==> config.mk <==
export PLATFORM = sky130hd
export DESIGN_NAME = mc_ctrl
export DESIGN_NICKNAME = d
export VERILOG_FILES = /design/src/rtl/mc_ctrl.sv
export SDC_FILE = /design/constraint.sdc
export NUM_CORES = 1
export LEC_CHECK = 0
export ABC_AREA = 1
export CAP_MARGIN = 0
export CORE_MARGIN = 4
export CORE_UTILIZATION = 23
export CTS_CLUSTER_DIAMETER = 200
export DETAILED_ROUTE_END_ITERATION = 12
export GPL_TIMING_DRIVEN = 0
export SKIP_LAST_GASP = 1
export SLEW_MARGIN = 15
export SYNTH_ARGS = -nofsm -noshare
export SYNTH_HDL_FRONTEND = slang
export SYNTH_SLANG_ARGS = --single-unit
==> constraint.sdc <==
create_clock -name clk -period 3.75 [get_ports clk]
set_input_delay 0.375 -clock clk [delete_from_list [all_inputs] [get_ports clk]]
set_output_delay 0.375 -clock clk [all_outputs]
set_load 0.05 [all_outputs]
==> src/rtl/mc_ctrl.sv <==
// Multi-cycle MIPS-subset control unit: the FETCH/DECODE/EXE/MEM/WB sequencer
// with combinational datapath selects and a retired-instruction counter.
module mc_ctrl #(
  parameter logic [1:0] EXT_ZERO = 2'b00,
  parameter logic [1:0] EXT_SIGN = 2'b01,
  parameter logic [1:0] EXT_LUI  = 2'b10
) (
  input  logic        clk,
  input  logic        reset,
  input  logic [31:0] instr,
  input  logic        zero,
  input  logic        mem_ready,
  output logic        pcwr,
  output logic        irwr,
  output logic        regwr,
  output logic        memwr,
  output logic [1:0]  extop,
  output logic        alusrc,
  output logic [2:0]  aluop,
  output logic [1:0]  regdst,
  output logic [1:0]  memtoreg,
  output logic [1:0]  npcsel,
  output logic [2:0]  state,
  output logic [31:0] retired
);

  localparam int unsigned XLEN = 32;
  localparam int unsigned OPW  = 6;
  localparam int unsigned STW  = 3;

  localparam logic [OPW-1:0] OP_RTYPE = 6'b000000;
  localparam logic [OPW-1:0] OP_ORI   = 6'b001101;
  localparam logic [OPW-1:0] OP_LW    = 6'b100011;
  localparam logic [OPW-1:0] OP_SW    = 6'b101011;
  localparam logic [OPW-1:0] OP_BEQ   = 6'b000100;
  localparam logic [OPW-1:0] OP_LUI   = 6'b001111;
  localparam logic [OPW-1:0] OP_J     = 6'b000010;
  localparam logic [OPW-1:0] OP_JAL   = 6'b000011;
  localparam logic [OPW-1:0] FN_ADDU  = 6'b100001;
  localparam logic [OPW-1:0] FN_SUBU  = 6'b100011;
  localparam logic [OPW-1:0] FN_JR    = 6'b001000;

  localparam logic [2:0] ALU_ADD  = 3'b000;
  localparam logic [2:0] ALU_SUB  = 3'b001;
  localparam logic [2:0] ALU_OR   = 3'b010;
  localparam logic [2:0] ALU_PASS = 3'b011;

  typedef enum logic [STW-1:0] {
    S_FETCH  = 3'd0,
    S_DECODE = 3'd1,
    S_EXE    = 3'd2,
    S_MEM    = 3'd3,
    S_WB     = 3'd4
  } state_e;

  typedef enum logic [3:0] {
    I_NOP, I_ADDU, I_SUBU, I_JR, I_ORI, I_LW, I_SW, I_BEQ, I_LUI, I_J, I_JAL
  } iclass_e;

  state_e          state_q, state_d;
  logic [XLEN-1:0] retired_q;
  logic            retire_c;
  iclass_e         iclass_c;
  logic            unused_instr_c;

  assign unused_instr_c = ^instr[25:6];

  // Instruction classification from opcode/funct; anything unrecognised is a nop.
  always_comb begin
    iclass_c = I_NOP;
    case (instr[31:26])
      OP_RTYPE: begin
        case (instr[5:0])
          FN_ADDU: iclass_c = I_ADDU;
          FN_SUBU: iclass_c = I_SUBU;
          FN_JR:   iclass_c = I_JR;
          default: iclass_c = I_NOP;
        endcase
      end
      OP_ORI:  iclass_c = I_ORI;
      OP_LW:   iclass_c = I_LW;
      OP_SW:   iclass_c = I_SW;
      OP_BEQ:  iclass_c = I_BEQ;
      OP_LUI:  iclass_c = I_LUI;
      OP_J:    iclass_c = I_J;
      OP_JAL:  iclass_c = I_JAL;
      default: iclass_c = I_NOP;
    endcase
  end

  // Next-state and control outputs.
  always_comb begin
    state_d  = state_q;
    retire_c = 1'b0;
    pcwr     = 1'b0;
    irwr     = 1'b0;
    regwr    = 1'b0;
    memwr    = 1'b0;
    extop    = EXT_ZERO;
    alusrc   = 1'b0;
    aluop    = ALU_ADD;
    regdst   = 2'b00;
    memtoreg = 2'b00;
    npcsel   = 2'b00;
    case (state_q)
      S_FETCH: begin
        if (mem_ready) begin
          irwr    = 1'b1;
          pcwr    = 1'b1;
          state_d = S_DECODE;
        end
      end
      S_DECODE: begin
        case (iclass_c)
          I_J:   begin pcwr = 1'b1; npcsel = 2'b10; retire_c = 1'b1; state_d = S_FETCH; end
          I_JR:  begin pcwr = 1'b1; npcsel = 2'b11; retire_c = 1'b1; state_d = S_FETCH; end
          I_JAL: begin pcwr = 1'b1; npcsel = 2'b10; state_d = S_WB; end
          I_NOP: begin retire_c = 1'b1; state_d = S_FETCH; end
          default: state_d = S_EXE;
        endcase
      end
      S_EXE: begin
        case (iclass_c)
          I_BEQ: begin
            aluop = ALU_SUB; npcsel = 2'b01; pcwr = zero;
            retire_c = 1'b1; state_d = S_FETCH;
          end
          I_LW, I_SW: begin aluop = ALU_ADD; alusrc = 1'b1; extop = EXT_SIGN; state_d = S_MEM; end
          I_ORI:  begin aluop = ALU_OR;   alusrc = 1'b1; extop = EXT_ZERO; state_d = S_WB; end
          I_LUI:  begin aluop = ALU_PASS; alusrc = 1'b1; extop = EXT_LUI;  state_d = S_WB; end
          I_ADDU: begin aluop = ALU_ADD; state_d = S_WB; end
          I_SUBU: begin aluop = ALU_SUB; state_d = S_WB; end
          default: state_d = S_FETCH;
        endcase
      end
      S_MEM: begin
        extop  = EXT_SIGN;
        alusrc = 1'b1;
        case (iclass_c)
          I_SW: begin
            memwr = 1'b1;
            if (mem_ready) begin retire_c = 1'b1; state_d = S_FETCH; end
          end
          I_LW: if (mem_ready) state_d = S_WB;
          default: state_d = S_FETCH;
        endcase
      end
      S_WB: begin
        retire_c = 1'b1;
        state_d  = S_FETCH;
        case (iclass_c)
          I_ADDU, I_SUBU: begin regwr = 1'b1; regdst = 2'b01; end
          I_ORI: begin regwr = 1'b1; aluop = ALU_OR;   alusrc = 1'b1; extop = EXT_ZERO; end
          I_LUI: begin regwr = 1'b1; aluop = ALU_PASS; alusrc = 1'b1; extop = EXT_LUI;  end
          I_LW:  begin regwr = 1'b1; memtoreg = 2'b01; end
          I_JAL: begin regwr = 1'b1; regdst = 2'b10; memtoreg = 2'b10; end
          default: regwr = 1'b0;
        endcase
      end
      default: state_d = S_FETCH;
    endcase
    // Reset cycle: suppress every write and the retire count.
    if (reset) begin
      pcwr     = 1'b0;
      irwr     = 1'b0;
      regwr    = 1'b0;
      memwr    = 1'b0;
      retire_c = 1'b0;
    end
  end

  always_ff @(posedge clk) begin
    if (reset) begin
      state_q   <= S_FETCH;
      retired_q <= '0;
    end else begin
      state_q <= state_d;
      if (retire_c) retired_q <= retired_q + XLEN'(1);
    end
  end

  assign state   = state_q;
  assign retired = retired_q;

endmodule
==> summary.md, run 1 <==
## Run status
- completed — outcome

## Synthesis
- 431 — number of cells produced by synthesis
- 468 — post-synthesis net count
- 0.458 — simple-gate portion of the synthesized area
- 6.24 µm² — synthesized area per cell
- 0 — multiplexer area fraction after synthesis
- 0 — YS warnings
- 0.0791 — post-synthesis compound-gate area fraction
- 0.0945 — Synth Area in XOR/XNOR
- 0.00465 — adder-cell share of the synthesized area
- 2690 µm² — Post-Syn Area
- 32 — post-synth cell types
- sky130_fd_sc_hd__dfxtp_1 — Yosys top cell by area
- 35 — post-synthesis register bit count
- 0.261 — sequential area share after synthesis
- simple AND/OR/NAND/NOR gates — dominant combinational cell family by area after synthesis
- 0.261 — share of the synthesized area in the top cell type
- sky130_fd_sc_hd__dfxtp_1, sky130_fd_sc_hd__nand2_1, sky130_fd_sc_hd__nand3_1, sky130_fd_sc_hd__nor2_1, sky130_fd_sc_hd__a21oi_1 — largest cells by area after synthesis

## CTS
- 2 — H-tree depth
- built — CTS tree
- sky130_fd_sc_hd__clkbuf_16 — clock root buffer
- 5 — Inserted Clock Buffers
- 35 — sink count of the clock tree
- 2 — Clock Tree Buf Depth
- 0 — Post-CTS Repair Setup Buffers
- 0.05 ns — CTS clock-pin slew for the worst setup and hold paths
- 0 — hold_buf cts
- 0.28 ns — clock latency of the later-clocked register in the worst-skew pair
- 0 — Post-CTS Resized

## Timing
- 0 — count of final setup violators
- 0 ns — setup TNS
- 0 — max-slew violation count
- 305 MHz — Fmax achieved
- 0 — number of endpoints with negative hold slack in the final report
- 0.571 — headroom to the max-slew limit
- 0.876 — final worst-path cycle share
- 3.28 ns — post-layout minimum cycle time
- 0.00553 ns — clock tree skew after final layout
- 0.639 ns — slew at the pin with the worst max-slew slack
- no — unrepaired setup endpoints after global routing
- 0.466 ns — Final Worst Setup Slack

## Floorplan
- 116 µm — vertical die dimension
- 39 — total number of placement rows
- 87 — I/O pin count
- 0.235 — starting utilization of the core area
- 116 µm — Die Wd
- 11400 µm² — core area
- 13500 µm² — Die ar.

## Final layout
- 36.9% — relative area change from synthesis to final layout
- 539 — Total Nets Final
- 0.0736 — share of final-layout standard cells stronger than drive strength 1
- 0 — Antenna Diode Count
- 1284 — # fillers
- 0.322 — final core area utilization
- sky130_fd_sc_hd__nand2_1 — most common cell after layout, fill and taps aside
- sky130_fd_sc_hd__nand2_1, sky130_fd_sc_hd__clkdlybuf4s50_1, sky130_fd_sc_hd__nor2_1 — most frequent cells in the layout

## Critical path
- input pin — crit path launch type
- input pin to output pin — crit path kind
- sky130_fd_sc_hd__clkdlybuf4s50_1 — Max stage delay cell, worst path
- sky130_fd_sc_hd__inv_1 — most common cell type on the critical path
- 14 — path length in cells of the critical path
- 8 — number of cell instances on the worst register-to-register path
- clkdlybuf4s50_1 -> inv_1 -> nor2_1 -> inv_1 -> nor2_1 -> nor2_2 -> nand2_4 -> nand3_1 -> nand2_1 -> nand2_1 -> nand4_1 -> nand3_1 -> inv_1 -> clkdlybuf4s50_1 — cells traversed along the worst timing path
- buffers and inverters — Top delay family on crit path
- 4 — maximum net fanout on the critical path
- 0.80 ns — largest incremental delay on the critical path
- 5 — sum of buffers and inverters on the critical path
- output pin — endpoint kind of the worst setup timing path
- 2.91 ns — WP data arrival
- 3.38 ns — required time at the endpoint of the critical path

## Power and ir drop
- 290 nW/µm² — power per cell area
- 0.202 mV — maximum VDD drop
- 0.459 — part of the power in the clock network
- 0.180 — share of power burned in combinational logic
- 1.07 mW — Power, Total
- 0.361 — proportion of power drawn by flip-flops and latches
- 0.275 — Switching Share
- 1.41 nW — leakage power figure
- 0.294 mW — NetSw
- 0.775 mW — internal power component

## GRT
- 2919 — via count of the first global-routing pass
- 0 — number of antenna violations at the first check in global routing
- 14.4 mm — global-route wire length before repair
- 0 — Congestion Overflow GR
- 0.133 — total global-route track usage
- 12 — pin count of the biggest net entering global routing

## Placement
- 7.18 mm — total half-perimeter wirelength after legalization and detailed placement
- 64 — Port-buffer cells
- 0.458 ns — worst slack at placement
- 0.951 — placer's final routability congestion estimate

## Routing
- 5 — Pre-Repair DR Iteration Count
- 2954 — total number of vias
- 0 — # DRC
- 131 — Iteration-0 DRC Markers
- 13.6 µm — WL/cell
- 4.57 — Vias per Instance
- 0 — remaining antenna violation count
- 8.79 mm — final WL

## Job
- 0 — Max Cap Viol

## Hold path
- flip-flop to flip-flop — path type of the worst min-delay path
- 2 — Min-Delay Path Depth

[cell usage after synthesis, drive strengths merged]
library cell  instances
nand2               108
xor2                 18
conb                  1
o21ai                 4
nand3                55
and2                  1
nand3b                3
nand4                 6
o211ai                1
a211oi                1
a31oi                 1
xnor2                11
clkbuf                6
ha                    1
o22ai                 1
buf                   8
nor3                 19
a21oi                33
nor4                  5
dfxtp                35
inv                  46
nor2                 67
[per-stage QoR]
| step | std cells | cell area, µm² | hold slack (ns) |
|---|---|---|---|
| 6_report | 646 | 3680 | 0.495 |
| 5_1_grt | 646 | 3680 | 0.522 |
| 4_1_cts | 646 | 3680 | 0.503 |
| 3_5_place_dp | 638 | 3510 | 0.488 |
| 3_3_place_gp | 638 | 3510 | 0.479 |
| 2_1_floorplan | 431 | 2690 | 0.568 |
[cells by family after synthesis]
group | Yosys count
AO/OA/AOI/OAI | 41
XOR/XNOR | 29
adder cells (fa/ha/maj) | 1
buffers and inverters | 60
flip-flops | 35
other | 1
AND/OR/NAND/NOR | 264
[per-layer routing]
metal / share of wire / track usage / up-vias
li1: - / - / 1535
met1: 0.47 / 0.183 / 1319
met2: 0.46 / 0.217 / 90
met3: 0.055 / 0.0233 / 10
met4: 0.013 / 0.0333 / 0
met5: 0 / 0 / -
[power by group through the flow]
stage / sequential (mW) / combinational (mW) / clock, mW
6_report: 0.385 / 0.192 / 0.491
3_5_place_dp: 0.394 / 0.193 / 0
2_1_floorplan: 0.409 / 0.114 / 0
5_1_grt: 0.386 / 0.210 / 0.514
3_3_place_gp: 0.394 / 0.191 / 0
4_1_cts: 0.385 / 0.194 / 0.499
[sequential cells by signal, summed over array words and instances, names as in the netlist]
signal	cells
state	3
retired	32
[final cells by class]
| class | count | area [µm²] | share of cell area |
|---|---|---|---|
| multi-input cells | 336 | 1710 | 0.466 |
| clock buffers | 6 | 139 | 0.0377 |
| flip-flops and latches | 35 | 701 | 0.190 |
| plain buffers | 14 | 101 | 0.0275 |
| repair buffers | 64 | 641 | 0.174 |
| clock inverters | 2 | 35.0 | 0.00951 |
| well taps | 143 | 179 | 0.0486 |
| inverters | 46 | 173 | 0.0469 |
[tightest hold or removal path, cell delays in order, from the launching register on]
cell and delay [ns]:
sky130_fd_sc_hd__dfxtp_1 0.33, sky130_fd_sc_hd__nand2_1 0.07, sky130_fd_sc_hd__a21oi_1 0.05
[path summary, 6_finish.rpt]
| path | end | start | slack [ns] |
|---|---|---|---|
| max | regwr | instr[31] | 0.47 |
| min | retired[8] | retired[8] | 0.49 |
| max reg2reg | retired[28] | retired[1] | 1.47 |
| min reg2reg | retired[8] | retired[8] | 0.49 |
No activity file was read; power rests on OpenSTA's default activity.
==> inputs of run 2 (changes only) <==
--- a/config.mk
+++ b/config.mk
@@ -8,10 +8,11 @@
 export ABC_AREA = 1
 export CAP_MARGIN = 0
 export CORE_MARGIN = 4
-export CORE_UTILIZATION = 23
+export CORE_UTILIZATION = 51
 export CTS_CLUSTER_DIAMETER = 200
 export DETAILED_ROUTE_END_ITERATION = 12
 export GPL_TIMING_DRIVEN = 0
+export PLACE_DENSITY = 0.87
 export SKIP_LAST_GASP = 1
 export SLEW_MARGIN = 15
 export SYNTH_ARGS = -nofsm -noshare
==> run 2 against run 1 <==
Compared with the run above: via count is 2.0% higher; die area decreased by 52%; setup slack worse by 0.0079 ns; largest cell class unchanged; critical path type unchanged.
==> summary.md, run 2 (synthesis gave the netlist of run 1 again) <==
## Critical path
- regwr — capturing element of the worst setup path
- instr[27] — CP startpoint
- 2.92 ns — WP data arrival, about the same
- retired[28] — worst r2r dst
- 1.43 ns — internal reg-to-reg setup slack, -0.04 ns
- 6 — maximum net fanout on the critical path, +2
- input pin — crit path launch type
- 3.38 ns — required time at the endpoint of the critical path, about the same
- output pin — endpoint kind of the worst setup timing path
- 8 — number of cell instances on the worst register-to-register path, unchanged
- retired[1] — origin of the critical flop-to-flop path
- input pin to output pin — crit path kind

## CTS
- 0 — Post-CTS Repair Setup Buffers, unchanged
- sky130_fd_sc_hd__clkbuf_8 — clock root buffer
- 35 — sink count of the clock tree, unchanged
- 0 — Post-CTS Resized, unchanged
- 5 — Inserted Clock Buffers, unchanged
- 2 — Clock Tree Buf Depth, unchanged
- 0.30 ns — clock latency of the later-clocked register in the worst-skew pair, +0.02 ns
- 0.07 ns — CTS clock-pin slew for the worst setup and hold paths, +0.02 ns
- 2 — H-tree depth, unchanged
- 0 — hold_buf cts, unchanged
- built — CTS tree

## Final layout
- 32 — max reg flops, unchanged
- sky130_fd_sc_hd__nand2_1, sky130_fd_sc_hd__clkdlybuf4s50_1, sky130_fd_sc_hd__nor2_1 — most frequent cells in the layout
- 0.692 — final core area utilization, +0.370
- 31.5% — relative area change from synthesis to final layout
- sky130_fd_sc_hd__nand2_1 — most common cell after layout, fill and taps aside
- 539 — Total Nets Final, unchanged
- 474 — # fillers, -63%
- 0.0736 — share of final-layout standard cells stronger than drive strength 1, unchanged
- 0 — Antenna Diode Count, unchanged

## Power and ir drop
- 1.38 nW — leakage power figure, -1.8%
- 0.350 mV — maximum VDD drop, +73%
- 0.936 mW — Power, Total, -12%
- 265 nW/µm² — power per cell area, -8.7%

## Placement
- 64 — Port-buffer cells, unchanged
- 0.977 — placer's final routability congestion estimate, +2.7%
- 6.74 mm — total half-perimeter wirelength after legalization and detailed placement, -6.1%
- 0.506 ns — worst slack at placement, +0.0479 ns

## Routing
- 226 — Iteration-0 DRC Markers, +73%
- 5.26 — Vias per Instance, +15%
- 14.7 µm — WL/cell, +8.1%
- 0 — remaining antenna violation count, unchanged
- 5 — Pre-Repair DR Iteration Count, unchanged
- 3013 — total number of vias, +2.0%
- 0 — # DRC, unchanged
- 8.43 mm — final WL, -4.1%

## Timing
- 0.0101 ns — clock tree skew after final layout, +0.00460 ns
- 3.29 ns — post-layout minimum cycle time, +0.00791 ns
- 0 ns — setup TNS, unchanged
- 304 MHz — Fmax achieved, -0.24%
- no — unrepaired setup endpoints after global routing
- 0.878 — final worst-path cycle share, +0.00211
- 0.547 — headroom to the max-slew limit, -0.0237
- 0.458 ns — Final Worst Setup Slack, -0.00791 ns
- 0 — max-slew violation count, unchanged
- 0 — count of final setup violators, unchanged
- 0 — number of endpoints with negative hold slack in the final report, unchanged
- 0.674 ns — slew at the pin with the worst max-slew slack, +0.0352 ns

## Floorplan
- 5110 µm² — core area, -55%
- 26 — total number of placement rows, -33%
- 0.526 — starting utilization of the core area, +0.291
- 6500 µm² — Die ar., -52%
- 80.6 µm — vertical die dimension, -31%
- 80.6 µm — Die Wd, -31%
- 87 — I/O pin count, unchanged

## GRT
- 0.270 — total global-route track usage, +0.137
- 12 — pin count of the biggest net entering global routing, unchanged
- 2927 — via count of the first global-routing pass, +0.27%
- 0 — number of antenna violations at the first check in global routing, unchanged
- 13.7 mm — global-route wire length before repair, -4.6%
- 0 — Congestion Overflow GR, unchanged

## Run status
- completed — outcome

## Hold path
- flip-flop to flip-flop — path type of the worst min-delay path

## Job
- 0 — Max Cap Viol, unchanged

run 2: routing by layer:
layer  track usage  share of wire  vias to the layer above  routed length, µm
li1              -              -                     1530                  -
met1         0.365           0.47                     1383               3990
met2         0.447           0.46                       89               3890
met3        0.0415          0.048                       11                405
met4        0.0693          0.017                        0                143
met5             0              0                        -                  0
run 2: area by class of cell:
class | instances | area (µm²) | area share
Inverter | 46 | 173 | 0.0488
Sequential cell | 35 | 701 | 0.198
Timing Repair Buffer | 64 | 641 | 0.181
Multi-Input combinational cell | 336 | 1710 | 0.485
Clock inverter | 2 | 35.0 | 0.00991
Clock buffer | 6 | 82.6 | 0.0234
Tap cell | 70 | 87.6 | 0.0248
Buffer | 14 | 101 | 0.0287
run 2: how the worst min path moves through the flow:
stage                 from  slack [ns]  cells past startpoint           to
2_1_floorplan    mem_ready        0.57                      2     state[0]
5_1_grt        retired[31]        0.53                      2  retired[31]
3_3_place_gp   retired[31]        0.47                      2  retired[31]
4_1_cts        retired[31]        0.50                      2  retired[31]
6_report       retired[31]        0.49                      2  retired[31]
3_5_place_dp   retired[31]        0.48                      2  retired[31]
run 2: worst max-delay path, cell delays in order:
cell and delay [ns]:
sky130_fd_sc_hd__clkdlybuf4s50_1 0.55, sky130_fd_sc_hd__nand2_1 0.09, sky130_fd_sc_hd__inv_2 0.12, sky130_fd_sc_hd__nand2_1 0.07
sky130_fd_sc_hd__nor2_1 0.16, sky130_fd_sc_hd__nor2_2 0.10, sky130_fd_sc_hd__nand2_4 0.10, sky130_fd_sc_hd__nand3_1 0.14
sky130_fd_sc_hd__nand2_1 0.10, sky130_fd_sc_hd__nand2_1 0.10, sky130_fd_sc_hd__nand4_1 0.09, sky130_fd_sc_hd__nand3_1 0.07
sky130_fd_sc_hd__inv_1 0.07, sky130_fd_sc_hd__clkdlybuf4s50_1 0.79
run 2: where the power goes:
part | switching [mW] | internal, mW
clock network | 0.144 | 0.215
logic | 0.125 | 0.0671
registers | 0.00798 | 0.377
total | 0.278 | 0.659
run 2: metrics by stage:
| step | instance area, µm² | hold slack (ns) | instances |
|---|---|---|---|
| after floorplan | 2690 | 0.568 | 431 |
| after global placement | 3420 | 0.474 | 565 |
| after detailed placement | 3420 | 0.484 | 565 |
| after CTS | 3530 | 0.496 | 573 |
| after global routing | 3530 | 0.528 | 573 |
| final | 3530 | 0.495 | 573 |
==> inputs of run 3 (changes only) <==
--- a/config.mk
+++ b/config.mk
@@ -7,6 +7,7 @@
 export LEC_CHECK = 0
 export ABC_AREA = 1
 export CAP_MARGIN = 0
+export CORE_ASPECT_RATIO = 1.25
 export CORE_MARGIN = 4
 export CORE_UTILIZATION = 51
 export CTS_CLUSTER_DIAMETER = 200
==> run 3 against run 2 <==
Compared with the run above: via count shrank 1.1%; critical endpoint is now pcwr; largest cell class unchanged; largest power group unchanged; cell count shrank 1.4%; register-to-register slack lost 0.03 ns; highest routed layer unchanged; power shrank 10%; combinational power is essentially flat; fmax shrank 2.1%.
==> summary.md, run 3 (synthesis gave the netlist of run 1 again) <==
## Critical path
- output pin — endpoint kind of the worst setup timing path
- sky130_fd_sc_hd__nor2_1 — most common cell type on the critical path
- clkdlybuf4s50_1 -> nor2_4 -> inv_2 -> nor2_1 -> nand2_1 -> nand2_1 -> nor2_2 -> nand3_2 -> a21oi_1 -> nor2_1 -> nor2_1 -> clkdlybuf4s50_1 — cells traversed along the worst timing path
- 3.38 ns — required time at the endpoint of the critical path, about the same
- sky130_fd_sc_hd__clkdlybuf4s50_1 — Max stage delay cell, worst path
- 3 — sum of buffers and inverters on the critical path, -1
- 2.99 ns — WP data arrival, +0.07 ns
- buffers and inverters — Top delay family on crit path
- 7 — maximum net fanout on the critical path, +1
- 8 — number of cell instances on the worst register-to-register path, unchanged
- 1.40 ns — internal reg-to-reg setup slack, -0.03 ns
- 0.81 ns — largest incremental delay on the critical path, +0.02 ns
- input pin — crit path launch type
- retired[28] — worst r2r dst
- input pin to output pin — crit path kind
- retired[0] — origin of the critical flop-to-flop path

## GRT
- met2 — routing layer with the top usage in global route
- 11 — pin count of the biggest net entering global routing, -1
- 13.8 mm — global-route wire length before repair, +0.36%
- 0.278 — global routing usage on met1, -0.0868
- 0.0427 — Global Route met3 Usage, +0.00126
- 0 — Congestion Overflow GR, unchanged
- 0 — number of antenna violations at the first check in global routing, unchanged
- 0.274 — total global-route track usage, +0.00356
- 3012 — via count of the first global-routing pass, +2.9%
- 0.516 — met2 demand-to-capacity share in global routing, +0.0686

## Routing
- 4 — Pre-Repair DR Iteration Count, -1
- 5.28 — Vias per Instance, +0.34%
- 8.40 mm — final WL, -0.32%
- 0 — remaining antenna violation count, unchanged
- 156 — Iteration-0 DRC Markers, -31%
- 0 — # DRC, unchanged
- 14.9 µm — WL/cell, +1.1%
- 2981 — total number of vias, -1.1%

## CTS
- 2 — H-tree depth, unchanged
- built — CTS tree
- 0 — Post-CTS Resized, unchanged
- 0 — hold_buf cts, unchanged
- 0.07 ns — CTS clock-pin slew for the worst setup and hold paths, about the same
- 0 — Post-CTS Repair Setup Buffers, unchanged
- 0.29 ns — clock latency of the later-clocked register in the worst-skew pair, about the same
- 2 — Clock Tree Buf Depth, unchanged
- 5 — Inserted Clock Buffers, unchanged
- sky130_fd_sc_hd__clkbuf_8 — clock root buffer
- 35 — sink count of the clock tree, unchanged

## Timing
- 0.896 — final worst-path cycle share, +0.0186
- no — unrepaired setup endpoints after global routing
- 0 — number of endpoints with negative hold slack in the final report, unchanged
- 0.00501 ns — clock tree skew after final layout, -0.00511 ns
- 0 ns — setup TNS, unchanged
- 0 — max-slew violation count, unchanged
- 3.36 ns — post-layout minimum cycle time, +0.0698 ns
- 0.563 — headroom to the max-slew limit, +0.0153
- 0 — count of final setup violators, unchanged
- 297 MHz — Fmax achieved, -2.1%
- 0.651 ns — slew at the pin with the worst max-slew slack, -0.0228 ns

## Floorplan
- 72.9 µm — Die Wd, -9.5%
- 0.529 — starting utilization of the core area, +0.00285
- 6510 µm² — Die ar., +0.11%
- 89.2 µm — vertical die dimension, +11%
- 29 — total number of placement rows, +12%
- 5080 µm² — core area, -0.54%
- 87 — I/O pin count, unchanged

## Hold path
- retired[31] — Worst Hold Path EP
- retired[31] — hold path startpoint
- 2 — Min-Delay Path Depth, unchanged
- flip-flop to flip-flop — path type of the worst min-delay path

## Final layout
- 32 — max reg flops, unchanged
- 29.7% — relative area change from synthesis to final layout
- 0.0696 — share of final-layout standard cells stronger than drive strength 1, -0.00398
- sky130_fd_sc_hd__nand2_1, sky130_fd_sc_hd__clkdlybuf4s50_1, sky130_fd_sc_hd__nor2_1 — most frequent cells in the layout
- 539 — Total Nets Final, unchanged
- sky130_fd_sc_hd__nand2_1 — most common cell after layout, fill and taps aside
- 0 — Antenna Diode Count, unchanged
- 565 — Final Instance Count excl. Fillers, -1.4%

## Power and ir drop
- 0.317 — part of the power in the clock network, -0.067
- 242 nW/µm² — power per cell area, -8.8%
- 0.456 — proportion of power drawn by flip-flops and latches, +0.045
- 0.227 — share of power burned in combinational logic, +0.021
- 0.318 — Switching Share, +0.0221
- 1.36 nW — leakage power figure, -1.4%
- 0.574 mW — internal power component, -13%
- 0.268 mW — NetSw, -3.3%
- 0.161 mV — maximum VDD drop, -54%

## Placement
- 0.951 — placer's final routability congestion estimate, -2.7%
- 557 — count of placed standard cells including taps, -1.4%
- 64 — Port-buffer cells, unchanged
- 6.90 mm — total half-perimeter wirelength after legalization and detailed placement, +2.3%

## Job
- 0 — Max Cap Viol, unchanged

## Run status
- completed — outcome

==> run 3: cell types whose count changed in the layout (fill, tap and decap cells not counted) <==
cell	before	now
sky130_fd_sc_hd__bufinv_16	1	0
sky130_fd_sc_hd__clkbuf_8	6	5
sky130_fd_sc_hd__clkbuf_1	6	8
==> run 3: metal layers <==
layer	vias up	wire [µm]
met5	-	0
met4	0	384
met3	32	444
met2	116	4460
met1	1300	3110
li1	1533	-
==> run 3: worst max-delay path by stage <==
stage / from / endpoint / cells past startpoint
after floorplan: state[0] / pcwr / 6
after global placement: instr[31] / pcwr / 12
after detailed placement: instr[30] / pcwr / 12
after CTS: instr[30] / pcwr / 12
after global routing: instr[29] / regwr / 13
final: instr[30] / pcwr / 12
==> run 3: tightest hold or removal path, cell delays in order (launching register included) <==
cell                      delay [ns]
sky130_fd_sc_hd__dfxtp_1        0.33
sky130_fd_sc_hd__nand2_1        0.07
sky130_fd_sc_hd__a21oi_1        0.05
==> run 3: area by class of cell <==
type,count,area [µm²]
Buffer,14,101
Clock buffer,7,76.3
Clock inverter,1,5.00
Fill cell,470,1590
Inverter,46,173
Multi-Input combinational cell,336,1710
Sequential cell,35,701
Tap cell,62,77.6
Timing Repair Buffer,64,641
==> run 3: metrics by stage <==
stage | hold WS [ns] | area [µm²] | power (mW) | setup WS, ns | util
2_1_floorplan | 0.568 | 2690 | 0.523 | 0.458 | -
3_3_place_gp | 0.475 | 3410 | 0.582 | 0.465 | 0.671
3_5_place_dp | 0.486 | 3410 | 0.583 | 0.461 | 0.671
4_1_cts | 0.496 | 3490 | 0.848 | 0.436 | 0.687
5_1_grt | 0.521 | 3490 | 0.885 | 0.287 | 0.687
6_report | 0.495 | 3490 | 0.843 | 0.388 | 0.687
==> run 3: power groups by stage <==
stage / registers, mW / clock network, mW / logic (mW)
floorplan: 0.409 / 0 / 0.114
global placement: 0.393 / 0 / 0.189
detailed placement: 0.393 / 0 / 0.190
CTS: 0.384 / 0.273 / 0.191
global route: 0.385 / 0.291 / 0.208
finish: 0.384 / 0.267 / 0.191
